File: config.mk
export PLATFORM = sky130hd
export DESIGN_NAME = fifo_umbral
export DESIGN_NICKNAME = d
export VERILOG_FILES = /design/src/rtl/fifo_umbral_pkg.sv /design/src/rtl/fifo_umbral_mem_dp.sv /design/src/rtl/fifo_umbral.sv
export SDC_FILE = /design/constraint.sdc
export NUM_CORES = 1
export LEC_CHECK = 0
export ABC_AREA = 1
export CORE_MARGIN = 3
export CORE_UTILIZATION = 31
export CTS_BUF_LIST = sky130_fd_sc_hd__clkbuf_8 sky130_fd_sc_hd__clkbuf_16
export DETAILED_ROUTE_END_ITERATION = 12
export PLACE_DENSITY_LB_ADDON = 0.2
export SYNTH_ARGS = -nofsm -noshare
export SYNTH_HDL_FRONTEND = slang
export SYNTH_SLANG_ARGS = --single-unit
File: constraint.sdc
create_clock -name clk -period 2.8 [get_ports clk]
set_input_delay 0.56 -clock clk [delete_from_list [all_inputs] [get_ports clk]]
set_output_delay 0.56 -clock clk [all_outputs]
set_load 0.03 [all_outputs]
File: src/rtl/fifo_umbral_pkg.sv
// Shared widths, vector bit positions and threshold field offsets for the five buffer FIFOs.
package fifo_pkg;

  localparam int FIFO_DATA_W = 6;

  localparam int MF_ADDR_W  = 2;
  localparam int VC0_ADDR_W = 4;
  localparam int VC1_ADDR_W = 4;
  localparam int D0_ADDR_W  = 2;
  localparam int D1_ADDR_W  = 2;

  typedef enum logic [2:0] {
    BUF_D1  = 3'd0,
    BUF_D0  = 3'd1,
    BUF_VC1 = 3'd2,
    BUF_VC0 = 3'd3,
    BUF_MF  = 3'd4
  } buf_id_e;

  localparam int NUM_FIFOS = 5;

  // Bit index of each buffer inside FIFO_empty[4:0] / FIFO_error[4:0]
  localparam int MF_IDX  = 4;
  localparam int VC0_IDX = 3;
  localparam int VC1_IDX = 2;
  localparam int D0_IDX  = 1;
  localparam int D1_IDX  = 0;

  localparam int UMBRALES_W  = 14;
  localparam int UMB_MF_LSB  = 12;
  localparam int UMB_MF_MSB  = 13;
  localparam int UMB_VC0_LSB = 8;
  localparam int UMB_VC0_MSB = 11;
  localparam int UMB_VC1_LSB = 4;
  localparam int UMB_VC1_MSB = 7;
  localparam int UMB_D0_LSB  = 2;
  localparam int UMB_D0_MSB  = 3;
  localparam int UMB_D1_LSB  = 0;
  localparam int UMB_D1_MSB  = 1;

endpackage

File: src/rtl/fifo_umbral_mem_dp.sv
// Dual-port register array: synchronous write, registered read that holds when not enabled.
module fifo_mem_dp
  import fifo_pkg::*;
#(
  parameter int DATA_WIDTH = FIFO_DATA_W,
  parameter int ADDR_WIDTH = MF_ADDR_W
) (
  input  logic                  clk,
  input  logic                  rst_n_i,
  input  logic                  we_i,
  input  logic [ADDR_WIDTH-1:0] waddr_i,
  input  logic [DATA_WIDTH-1:0] wdata_i,
  input  logic                  re_i,
  input  logic [ADDR_WIDTH-1:0] raddr_i,
  output logic [DATA_WIDTH-1:0] rdata_o
);

  localparam int DEPTH = 1 << ADDR_WIDTH;

  logic [DATA_WIDTH-1:0] mem_q [DEPTH];
  logic [DATA_WIDTH-1:0] rdata_q;

  always_ff @(posedge clk) begin
    if (we_i) begin
      mem_q[waddr_i] <= wdata_i;
    end
  end

  // Same-address read and write returns the old word, which is what a full push+pop needs
  always_ff @(posedge clk) begin
    if (!rst_n_i) begin
      rdata_q <= '0;
    end else if (re_i) begin
      rdata_q <= mem_q[raddr_i];
    end
  end

  assign rdata_o = rdata_q;

endmodule

File: src/rtl/fifo_umbral.sv
// Synchronous FIFO with live almost-empty/almost-full thresholds and overflow/underflow error.
// FIFO_ERR_STICKY_EN: error latches until reset; otherwise it pulses once per offending cycle.
module fifo_umbral
  import fifo_pkg::*;
#(
  parameter int DATA_WIDTH = FIFO_DATA_W,
  parameter int ADDR_WIDTH = MF_ADDR_W
) (
  input  logic                  clk,
  input  logic                  reset,
  input  logic                  wr_en,
  input  logic [DATA_WIDTH-1:0] data_in,
  input  logic                  rd_en,
  input  logic [ADDR_WIDTH-1:0] umbral_AE,
  input  logic [ADDR_WIDTH-1:0] umbral_AF,
  output logic [DATA_WIDTH-1:0] data_out,
  output logic                  valid_out,
  output logic                  empty,
  output logic                  full,
  output logic                  almost_empty,
  output logic                  almost_full,
  output logic                  error,
  output logic [ADDR_WIDTH:0]   fifo_count
);

  localparam logic [ADDR_WIDTH:0] DEPTH_C = {1'b1, {ADDR_WIDTH{1'b0}}};

  logic [ADDR_WIDTH-1:0] wr_ptr_q, wr_ptr_d;
  logic [ADDR_WIDTH-1:0] rd_ptr_q, rd_ptr_d;
  logic [ADDR_WIDTH:0]   count_q, count_d;
  logic                  valid_q, valid_d;
  logic                  error_q, error_d;
  logic                  push, pop, err_evt;

  assign empty        = (count_q == '0);
  assign full         = (count_q == DEPTH_C);
  assign almost_empty = (count_q <= {1'b0, umbral_AE});
  assign almost_full  = (count_q >= {1'b0, umbral_AF});
  assign fifo_count   = count_q;

  // A pop frees a slot in the same cycle, so a full FIFO still accepts a paired push
  assign pop     = rd_en && !empty;
  assign push    = wr_en && (!full || pop);
  assign err_evt = (wr_en && !push) || (rd_en && !pop);

  always_comb begin
    wr_ptr_d = wr_ptr_q;
    rd_ptr_d = rd_ptr_q;
    count_d  = count_q;
    valid_d  = pop;
    if (push) wr_ptr_d = wr_ptr_q + 1'b1;
    if (pop)  rd_ptr_d = rd_ptr_q + 1'b1;
    if (push && !pop)      count_d = count_q + 1'b1;
    else if (pop && !push) count_d = count_q - 1'b1;
`ifdef FIFO_ERR_STICKY_EN
    error_d = error_q || err_evt;
`else
    error_d = err_evt;
`endif
  end

  always_ff @(posedge clk) begin
    if (!reset) begin
      wr_ptr_q <= '0;
      rd_ptr_q <= '0;
      count_q  <= '0;
      valid_q  <= 1'b0;
      error_q  <= 1'b0;
    end else begin
      wr_ptr_q <= wr_ptr_d;
      rd_ptr_q <= rd_ptr_d;
      count_q  <= count_d;
      valid_q  <= valid_d;
      error_q  <= error_d;
    end
  end

  assign valid_out = valid_q;
  assign error     = error_q;

  fifo_mem_dp #(
    .DATA_WIDTH(DATA_WIDTH),
    .ADDR_WIDTH(ADDR_WIDTH)
  ) u_mem (
    .clk     (clk),
    .rst_n_i (reset),
    .we_i    (push && reset),
    .waddr_i (wr_ptr_q),
    .wdata_i (data_in),
    .re_i    (pop),
    .raddr_i (rd_ptr_q),
    .rdata_o (data_out)
  );

endmodule

==> results.sh, run 1 <==
export IMPL_peakVddDrop_uv=443.8
export IMPL_crit_arrival_ps=2090
export IMPL_first_iter_violations=41
export IMPL_gr_total_overflow=0
export IMPL_crit_path_end_kind="output port"
export IMPL_die_w_um=83.58
export IMPL_max_stage_delay_ps=660
export IMPL_die_area_mm2=0.006985
export IMPL_synth_cell_area_mm2=0.001866
export IMPL_yosysWarnings=0
export IMPL_slew_viol_final=0
export IMPL_cts_setup_buffers=0
export IMPL_min_period_ps=2650
export IMPL_start_util_pct=32.87
export IMPL_hold_violations=0
export IMPL_cp_max_fo=1
export IMPL_hpwlAfterDp_mm=2.407
export IMPL_p_int_uw=1370
export IMPL_layout_common_cells="nand2_1, inv_1, clkdlybuf4s50_1"
export IMPL_cts_sinks=39
export IMPL_post_drt_wl_per_cell_um=10.81
export IMPL_synth_area_per_cell_um2=9.100
export IMPL_antenna_found_initial=0
export IMPL_fin_crit_sh_pct=94.64
export IMPL_drive_gt1_share_pct=12.92
export IMPL_max_cap_viol_count=0
export IMPL_start_kind="input pin"
export IMPL_cts_tree="built"
export IMPL_worst_path_buf_inv=3
export IMPL_syn_num_nets=229
export IMPL_fmax_mhz=377.4
export IMPL_status="complete, no violations"
export IMPL_p_leak_uw=0.001014
export IMPL_num_rows=27
export IMPL_seqPwrFrac_pct=36.5
export IMPL_numPortBuffers=28
export IMPL_yosysSeqAreaShare_pct=54.73
export IMPL_instances_no_fill=312
export IMPL_min_path_cells=2
export IMPL_core_area_mm2=0.005675
export IMPL_routed_wl_mm=3.374
export IMPL_cts_hold_buf=0
export IMPL_cts_max_path_buffers=2
export IMPL_slew_headroom_pct=45.76
export IMPL_crit_cells=6
export IMPL_final_common_cell="nand2_1"
export IMPL_ctsResizeCount=0
export IMPL_critPathSlowestCell="clkdlybuf4s50_1"
export IMPL_clk_latency_ps=290
export IMPL_fin_nets=263
export IMPL_synth_cell_type_count=24
export IMPL_finalPower_uw=2152
export IMPL_cts_buffers=5
export IMPL_ys_ff_latch=39
export IMPL_finalSetupTns_ps=0
export IMPL_grt_usage_pct=10.44
export IMPL_cts_htree_levels=2
export IMPL_route_detailed_drc=0
export IMPL_vias_per_cell=4.186
export IMPL_gp_congestion=0.7079
export IMPL_ant_nets=0
export IMPL_setup_viol=0
export IMPL_syn_instance_count=205
export IMPL_fillers=574
export IMPL_path_delay_family="buffers and inverters"
export IMPL_num_io_pins=29
export IMPL_power_switching_uw=782.5
export IMPL_grt_pass1_vias=1235
export IMPL_rsz0062_at_grt="no"
export IMPL_grt_max_degree=28
export IMPL_hold_class="reg -> reg"
export IMPL_vias=1306
export IMPL_switching_share_pct=36.36
export IMPL_required_ps=2240
export IMPL_grt_pass1_wl_mm=5.782
export IMPL_dr_pass1_iters=4
export IMPL_dp_cells=304
export IMPL_pwr_share_clk_pct=25.8
export IMPL_diodes=0
export IMPL_fin_skew_ps=7.479
export IMPL_die_h_um=83.58
export IMPL_p_comb_share_pct=37.7
export IMPL_power_density_mw_per_mm2=911.0
export IMPL_root_buffer="clkbuf_8"
export IMPL_path_common_cell="clkdlybuf4s50_1"
export IMPL_reg2reg_depth=12
export IMPL_clk_pin_slew_worst_paths_ps=70
export IMPL_syn_to_final_growth_pct=26.63
export IMPL_worstSetupPathType="in -> out"
export IMPL_cp_cell_sequence="clkdlybuf4s50_1 -> inv_1 -> ha_1 -> o21ai_0 -> nand2_1 -> clkdlybuf4s50_1"
export IMPL_tightestPinTransition_ps=812.5
-- logic make-up after synthesis --
kind of cell    share of synthesized area [%]
flops                                   54.73
compound gates                          3.689
buf+inv                                 9.255
simple gates                            25.22
fa+ha+maj                               7.109
-- Yosys cell counts, drive strengths merged --
cell type	instances	area share (%)
buf	6	2.4
o21bai	1	0.40
nor3	1	0.27
a21oi	7	2.5
o21ai	3	0.80
fa	1	1.1
dfxtp	15	16
ha	9	6.0
nor2	25	5.8
nand2	55	12
or2	6	2.0
inv	34	6.8
edfxtp	24	39
nand3	18	5.1
-- power groups by stage --
| stage | clock [uW] | sequential (uW) | combinational [uW] |
|---|---|---|---|
| finish | 556 | 785 | 811 |
| global route | 595 | 803 | 899 |
| CTS | 571 | 788 | 823 |
| detailed placement | 0 | 801 | 821 |
| global placement | 0 | 801 | 815 |
| floorplan | 0 | 858 | 502 |
-- final timing paths --
path	slack (ps)	endpoint	from
setup / recovery	150	almost_full	umbral_AF[1]
hold / removal	470	u_mem.rdata_o[0]$_SDFFE_PN0P_	u_mem.rdata_o[0]$_SDFFE_PN0P_
setup reg to reg	900	fifo_count[2]$_SDFFE_PN0P_	fifo_count[1]$_SDFFE_PN0P_
hold reg to reg	470	u_mem.rdata_o[0]$_SDFFE_PN0P_	u_mem.rdata_o[0]$_SDFFE_PN0P_
-- per-stage QoR --
step	hold slack (ps)	area, um^2	worst slack [ps]	utilization (%)
3_5_place_dp	464.2	2226	134.3	39.22
4_1_cts	477.0	2362	136.8	41.62
6_report	472.5	2362	150.1	41.62
2_1_floorplan	468.0	1866	645.0	-
5_1_grt	492.2	2362	106.1	41.62
3_3_place_gp	461.1	2226	150.7	39.22
-- worst register-to-register path, delay by kind of cell, from the launching register on --
| kind | cells | cell delay (ps) |
|---|---|---|
| simple gates | 8 | 680 |
| buf+inv | 2 | 120 |
| fa+ha+maj | 2 | 560 |
| flops | 1 | 420 |
-- metal layers --
layer	wire length, um	track usage (%)	vias up
li1	-	-	705
met1	1565	12.45	573
met2	1605	17.35	24
met3	160	4.146	4
met4	42	3.070	0
met5	0	0	-
-- flip-flops by register name, indices dropped and copies added, names as in the netlist --
register	flops
error	1
fifo_count	3
rd_ptr_q	2
u_mem.mem_q	24
u_mem.rdata_o	6
valid_out	1
wr_ptr_q	2
-- area by class of cell --
cell class	instances	area [um^2]	area share, %
Sequential cell	39	1021	43.22
Multi-Input combinational cell	126	671.9	28.44
Timing Repair Buffer	33	315.3	13.35
Inverter	34	127.6	5.403
Tap cell	72	90.09	3.814
Clock buffer	5	68.82	2.913
Clock inverter	3	67.56	2.860
(Power assumes the default switching activity.)
==> inputs of run 2 (changes only) <==
- CAP_MARGIN: unset -> 30
==> results of run 2 <==
No change in the layout: final DEF, timing and power equal those of run 1.
==> inputs of run 3 (changes only) <==
- RECOVER_POWER: unset -> 100
==> results.sh, run 3 (synthesis gave the netlist of run 1 again) <==
export IMPL_rsz0062_at_grt="no"
export IMPL_setup_viol=0
export IMPL_die_area_mm2=0.006985
export IMPL_max_cap_viol_count=0
export IMPL_die_w_um=83.58
export IMPL_first_iter_violations=29
export IMPL_worstSetupPathType="in -> out"
export IMPL_fin_nets=263
export IMPL_fin_util_pct=40.96
export IMPL_ant_nets=0
export IMPL_post_drt_wl_per_cell_um=10.83
export IMPL_final_common_cell="nand2_1"
export IMPL_num_io_pins=29
export IMPL_largest_reg_flops=24
export IMPL_regToRegSetupSlack_ps=850
export IMPL_status="complete, no violations"
export IMPL_routed_wl_mm=3.379
export IMPL_slew_viol_final=0
export IMPL_slew_headroom_pct=45.84
export IMPL_cts_hold_buf=0
export IMPL_drive_gt1_share_pct=7.917
export IMPL_reg2reg_depth=13
export IMPL_r2r_end="fifo_count[2]$_SDFFE_PN0P_"
export IMPL_hold_violations=0
export IMPL_clk_latency_ps=290
export IMPL_vias_per_cell=4.192
export IMPL_gr_total_overflow=0
export IMPL_grt_pass1_vias=1235
export IMPL_num_rows=27
export IMPL_grt_pass1_wl_mm=5.782
export IMPL_worst_slack_ps=150.3
export IMPL_fillers=575
export IMPL_seqCellArea_mm2=0.001021
export IMPL_multi_input_area_um2=656.9
export IMPL_cts_sinks=39
export IMPL_p_leak_uw=0.001026
export IMPL_numPortBuffers=28
export IMPL_min_path_cells=2
export IMPL_required_ps=2240
export IMPL_finalSetupTns_ps=0
export IMPL_fin_skew_ps=7.705
export IMPL_pre_cts_slack_ps=134.3
export IMPL_whs_ps=469.3
export IMPL_cts_max_path_buffers=2
export IMPL_die_h_um=83.58
export IMPL_fmax_mhz=377.4
export IMPL_grt_max_degree=28
export IMPL_antenna_found_initial=0
export IMPL_min_period_ps=2650
export IMPL_grt_usage_pct=10.44
export IMPL_cp_endpoint="almost_full"
export IMPL_crit_path_end_kind="output port"
export IMPL_peakVddDrop_uv=442.3
export IMPL_cts_htree_levels=2
export IMPL_cts_setup_buffers=0
export IMPL_crit_start="umbral_AF[1]"
export IMPL_cts_buffers=5
export IMPL_layout_common_cells="nand2_1, inv_1, nor2_1, edfxtp_1, dlygate4sd3_1"
export IMPL_reg2reg_from="fifo_count[1]$_SDFFE_PN0P_"
export IMPL_root_buffer="clkbuf_8"
export IMPL_instances_no_fill=312
export IMPL_tightestPinTransition_ps=811.3
export IMPL_fin_crit_sh_pct=94.63
export IMPL_gp_congestion=0.7079
export IMPL_start_kind="input pin"
export IMPL_core_area_mm2=0.005675
export IMPL_ctsResizeCount=0
export IMPL_diodes=0
export IMPL_start_util_pct=32.87
export IMPL_cp_max_fo=1
export IMPL_power_density_mw_per_mm2=901.2
export IMPL_vias=1308
export IMPL_syn_to_final_growth_pct=24.61
export IMPL_dr_pass1_iters=4
export IMPL_dp_cells=304
export IMPL_crit_arrival_ps=2090
export IMPL_hold_class="reg -> reg"
export IMPL_route_detailed_drc=0
export IMPL_hpwlAfterDp_mm=2.407
export IMPL_clk_pin_slew_worst_paths_ps=70
export IMPL_top_register="u_mem.mem_q"
export IMPL_cts_tree="built"
-- run 3: cell types whose count changed in the layout (fill, tap and decap cells not counted), sizes merged --
cell,before,now
clkbuf,5,11
buf,6,0
dlygate4sd3,0,21
clkdlybuf4s50,27,6
-- run 3: worst min-delay path by stage --
stage / end / slack (ps) / startpoint
floorplan: rd_ptr_q[1]$_SDFFE_PN0P_ / 470 / rd_ptr_q[1]$_SDFFE_PN0P_
global placement: u_mem.rdata_o[0]$_SDFFE_PN0P_ / 460 / u_mem.rdata_o[0]$_SDFFE_PN0P_
detailed placement: u_mem.rdata_o[0]$_SDFFE_PN0P_ / 460 / u_mem.rdata_o[0]$_SDFFE_PN0P_
CTS: u_mem.rdata_o[0]$_SDFFE_PN0P_ / 480 / u_mem.rdata_o[0]$_SDFFE_PN0P_
global route: u_mem.rdata_o[1]$_SDFFE_PN0P_ / 490 / u_mem.rdata_o[1]$_SDFFE_PN0P_
finish: u_mem.rdata_o[0]$_SDFFE_PN0P_ / 470 / u_mem.rdata_o[0]$_SDFFE_PN0P_
-- run 3: cell type report --
cell class	count	area share, %
clock buffer	5	2.960
clock inverter	3	2.906
inverter	34	5.490
multi-input combinational	126	28.26
sequential	39	43.92
tap	72	3.875
timing repair buffer	33	12.59
-- run 3: power by group --
group	total (uW)	switching (uW)	internal [uW]
clock network	556	201	355
logic	758	475	283
registers	781	94.3	687
total	2100	770	1330
-- run 3: critical path, stage by stage --
cell and delay, ps:
clkdlybuf4s50_1 450, inv_1 40, ha_1 250, o21ai_0 70, nand2_1 60, clkdlybuf4s50_1 660
-- run 3: stage by stage --
step                area [um^2]  total power, uW
floorplan                  1866             1360
global placement           2226             1616
detailed placement         2226             1622
CTS                        2362             2182
global route               2325             2242
finish                     2325             2095
-- run 3: layer usage --
| layer | vias up | global-route usage [%] | wire, um |
|---|---|---|---|
| li1 | 706 | - | - |
| met1 | 573 | 12.45 | 1579 |
| met2 | 25 | 17.35 | 1599 |
| met3 | 4 | 4.146 | 166 |
| met4 | 0 | 3.070 | 34 |
| met5 | - | 0 | 0 |
